### src/rtl/if_fetch_stage.sv
// Instruction-fetch stage: owns the PC, runs the IMEM req/ready handshake, and
// buffers one instruction (with skid) for the IF/ID register.
module if_fetch_stage #(
  parameter logic [31:0] RESET_PC = 32'h0000_0000
) (
  input  logic        CLK,
  input  logic        RST,
  input  logic        STALL,
  input  logic        Redirect,
  input  logic [31:0] Redirect_PC,
  output logic        IMEM_Req,
  output logic [31:0] IMEM_Addr,
  input  logic        IMEM_Ready,
  input  logic [31:0] IMEM_Data,
  output logic [31:0] PC_Out,
  output logic [31:0] PC_Plus_4_Out,
  output logic [31:0] Instr_Out,
  output logic        Instr_Valid
);

  localparam logic [1:0] S_FETCH = 2'd0;
  localparam logic [1:0] S_HOLD  = 2'd1;
  localparam logic [1:0] S_DROP  = 2'd2;

  logic [1:0]  r_state;
  logic [31:0] r_fetch_pc, r_pend_pc, r_skid;
  logic [31:0] r_instr, r_pc4;
  logic        r_valid;

  logic [31:0] w_redir_pc, w_pc_plus4;
  logic        w_free, w_consume;

  assign w_redir_pc = {Redirect_PC[31:2], 2'b00};
  assign w_pc_plus4 = r_fetch_pc + 32'd4;
  assign w_free     = !r_valid || !STALL;
  assign w_consume  = r_valid && !STALL;

  // Gated by RST so an in-flight request is abandoned the moment reset rises.
  assign IMEM_Req      = !RST && (r_state != S_HOLD);
  assign IMEM_Addr     = r_fetch_pc;
  assign PC_Out        = r_fetch_pc;
  assign PC_Plus_4_Out = r_pc4;
  assign Instr_Out     = r_instr;
  assign Instr_Valid   = r_valid;

  always_ff @(posedge CLK or posedge RST) begin
    if (RST) begin
      r_state    <= S_FETCH;
      r_fetch_pc <= RESET_PC;
      r_pend_pc  <= 32'd0;
      r_skid     <= 32'd0;
      r_instr    <= 32'd0;
      r_pc4      <= 32'd0;
      r_valid    <= 1'b0;
    end else begin
      if (w_consume) begin
        r_valid <= 1'b0;
        r_instr <= 32'd0;
      end
      case (r_state)
        S_FETCH: begin
          if (IMEM_Ready) begin
            if (Redirect) begin
              r_fetch_pc <= w_redir_pc;
            end else if (w_free) begin
              r_instr    <= IMEM_Data;
              r_pc4      <= w_pc_plus4;
              r_valid    <= 1'b1;
              r_fetch_pc <= w_pc_plus4;
            end else begin
              r_skid     <= IMEM_Data;
              r_fetch_pc <= w_pc_plus4;
              r_state    <= S_HOLD;
            end
          end else if (Redirect) begin
            // Address must stay stable until Ready, so park the target.
            r_pend_pc <= w_redir_pc;
            r_state   <= S_DROP;
          end
        end
        S_HOLD: begin
          if (Redirect) begin
            r_fetch_pc <= w_redir_pc;
            r_state    <= S_FETCH;
          end else if (!STALL) begin
            r_instr <= r_skid;
            r_pc4   <= r_fetch_pc;
            r_valid <= 1'b1;
            r_state <= S_FETCH;
          end
        end
        S_DROP: begin
          if (IMEM_Ready) begin
            r_fetch_pc <= Redirect ? w_redir_pc : r_pend_pc;
            r_state    <= S_FETCH;
          end else if (Redirect) begin
            r_pend_pc <= w_redir_pc;
          end
        end
        default: r_state <= S_FETCH;
      endcase
      // A redirect flushes the buffer regardless of STALL.
      if (Redirect) begin
        r_valid <= 1'b0;
        r_instr <= 32'd0;
        r_pc4   <= 32'd0;
      end
    end
  end

endmodule

### config.mk
export PLATFORM = sky130hd
export DESIGN_NAME = if_fetch_stage
export DESIGN_NICKNAME = d
export VERILOG_FILES = /design/src/rtl/if_fetch_stage.sv
export SDC_FILE = /design/constraint.sdc
export NUM_CORES = 1
export LEC_CHECK = 0
export CAP_MARGIN = 30
export CELL_PAD_IN_SITES_DETAIL_PLACEMENT = 0
export CELL_PAD_IN_SITES_GLOBAL_PLACEMENT = 1
export CORE_MARGIN = 4
export CORE_UTILIZATION = 35
export CTS_CLUSTER_DIAMETER = 100
export CTS_CLUSTER_SIZE = 40
export DETAILED_ROUTE_END_ITERATION = 7
export GPL_ROUTABILITY_DRIVEN = 1
export PLACE_DENSITY_LB_ADDON = 0.1
export SLEW_MARGIN = 20
export SYNTH_ARGS = -nofsm -noshare
export SYNTH_HDL_FRONTEND = slang
export SYNTH_SLANG_ARGS = --single-unit
### constraint.sdc
create_clock -name CLK -period 5.05 [get_ports CLK]
set_input_delay 1.01 -clock CLK [delete_from_list [all_inputs] [get_ports CLK]]
set_output_delay 1.01 -clock CLK [all_outputs]
set_load 0.02 [all_outputs]
==> reports/metrics.yaml <==
run_status:
  status: "completed"
logic_synthesis:
  synth.distinct_cells: 58
  syn_area_per_cell_um2: 10.0
  synth_top_area_share: 0.470
  synthCells: 865
  synth_area_leaders: "dfrtp_1, mux2_2, a21oi_1, a222oi_1, xnor2_1"
  synth_seq_cells: 163
  synth.most_common_cell: "dfrtp_1"
  synthesis.area_um2: 8670
  ys_top_cells_by_count: "dfrtp_1, a21oi_1, nor2_1"
  synth-edff-count: 0
  ys_seq_area_frac: 0.470
  yosysWarnings: 0
  ys_async_sr_fraction: 1.00
  synthFlopType: "dfrtp_1"
  synth_area_leader_cell: "dfrtp_1"
  synth_nets: 938
sta:
  final_max_slew_viol_count: 0
  hold_viol_final: 0
  maxSlewHeadroom: 0.378
  rsz0062_at_grt: "false"
  setup_viol_count_final: 0
  fin_setup_tns_ns: 0
  worstMarginPinSlew_ns: 0.929
  period_share: 0.630
  fin_skew_ns: 0.0181
  fmax_ghz: 0.314
  post-route-min-period_ns: 3.18
setup_path:
  cpPeakStageDelay_ns: 0.60
  r2r-start: "r_state[0]"
  r2r_slack_ns: 2.04
  cp-start-kind: "primary input"
  cp.arrival_ns: 2.17
  path_common_cell: "clkdlybuf4s50_1"
  worst-path-buf-inv: 2
  path_cells: "clkdlybuf4s50_1 -> nor2_1 -> clkdlybuf4s50_1"
  critPathKind: "primary input to output pin"
  critPathSlowestCell: "clkdlybuf4s50_1"
  crit_path_end_kind: "output pin"
  worstPathRequired_ns: 4.04
  crit_family: "buffers and inverters"
  path_max_fanout: 2
  r2r_cells: 7
  r2r-end: "IMEM_Addr[19]"
drt:
  ant_nets: 0
  drt_first_pass_iters: 6
  drt_iter0_drc: 481
  vias_per_cell: 5.37
  routed_wl_um: 25800
  wl_per_cell_um: 19.6
  vias: 7091
  drc: 0
final_layout:
  multiInputGateArea_um2: 4030
  syn_to_final_growth_pct: 29.7
  stdcell_area_um2: 11200
  finalNetCount: 1057
  instances_no_fill: 1321
  seq_area_um2: 4080
  post-route-util: 0.462
  nFillCells: 2381
  antenna_cells: 0
  drive_gt1_frac: 0.131
clocking:
  cts_buffers: 17
  tritoncts: "done"
  cts_buffer_depth: 2
  clock_sinks: 163
  ctsHoldBuffers: 0
  clock-root-buffer: "clkbuf_16"
  clkLatencyLatePin_ns: 0.43
  cts_setup_buffers: 0
  clkTransAtPathRegs_ns: 0.07
  htreeDepth: 4
  cts_resized: 0
placement:
  dp_hpwl_um: 16500
  place.gp.congestion: 0.750
  postPlaceCellArea_um2: 10600
  io_buffer_count: 196
  dp_cells: 1289
run:
  cap_violations: 0
min_path:
  worstHoldPathType: "register to register"
  hold_path_end: "r_pend_pc[1]"
  hold_start: "r_pend_pc[1]"
  whs_path_depth: 1
grt:
  grt_use_total: 0.190
  grt_max_degree: 164
  antenna_found_initial: 2
  overflow: 0
  grt_pass1_wl_um: 40600
  grt_pass1_vias: 6923
die:
  io_pins: 199
  die_width_um: 165
  fp.dieArea_um2: 27400
  rows: 57
  core_um2: 24300
  dieHeight_um: 165
  start_util: 0.356
power_and_ir_drop:
  finalPower_w: 0.00709
  powerDensity_nw_per_um2: 631
  ir_worst_vdd_uv: 294
  p_leak_nw: 4.44
-- layout make-up --
class	instances	share of cell area
Sequential cell	163	0.363
Tap cell	324	0.0360
Clock buffer	17	0.0378
Multi-Input combinational cell	579	0.358
Timing Repair Buffer	209	0.184
Clock inverter	15	0.0160
Inverter	14	0.00501
-- how the worst max path moves through the flow --
stage | startpoint | endpoint | depth (start not counted)
2_1_floorplan | RST | IMEM_Addr[0] | 1
3_3_place_gp | Redirect | IMEM_Addr[29] | 6
3_5_place_dp | Redirect | IMEM_Addr[29] | 6
4_1_cts | Redirect | IMEM_Addr[29] | 6
5_1_grt | Redirect | IMEM_Addr[29] | 6
6_report | RST | IMEM_Req | 3
-- layer usage --
layer  wire, um  global-route usage
met3       1570              0.0472
met1      12400               0.274
met5         39                   0
met2      11600               0.291
met4        183              0.0390
-- state kept, by name, summed over array words and instances, names as in the netlist --
register	cells
IMEM_Addr	32
r_pend_pc	32
Instr_Out	32
r_state	2
r_skid	32
Instr_Valid	1
PC_Plus_4_Out	32
-- where the power goes --
part / total, W / leakage [nW] / switching [W] / internal [W]
clock: 0.00136 / 0.302 / 0.000607 / 0.000755
combinational: 0.00343 / 2.08 / 0.00189 / 0.00155
sequential: 0.00230 / 2.06 / 0.000504 / 0.00180
total: 0.00709 / 4.44 / 0.00300 / 0.00410
-- through the flow --
step	setup slack [ns]	hold WS (ns)
detailed placement	1.45	0.472
CTS	1.84	0.491
finish	1.87	0.487
global route	1.59	0.520
floorplan	1.97	0.454
global placement	1.40	0.469
-- logic make-up (layout without fill, tap and decap cells) --
family,after synthesis,count (layout),share of synthesized area
AOI/OAI and AO/OA,252,252,0.196
and+or+nand+nor,214,214,0.128
adders and majority gates,4,4,0.00577
DFF,163,163,0.470
buffers and inverters,123,255,0.0697
xor gates and xnor gates,35,35,0.0354
muxes,74,74,0.0945
-- layout by cell type, fill, tap and decap left out, types with 13 or more instances in the layout --
| cell | count |
|---|---|
| xnor2_1 | 34 |
| a21oi_1 | 81 |
| buf_4 | 13 |
| o21ai_0 | 39 |
| clkbuf_16 | 17 |
| a222oi_1 | 30 |
| nor2_1 | 68 |
| clkdlybuf4s50_1 | 195 |
| nor3_1 | 13 |
| nand2_1 | 57 |
| nand3_1 | 13 |
| mux2_2 | 63 |
| dfrtp_1 | 163 |
(Power assumes the default switching activity.)
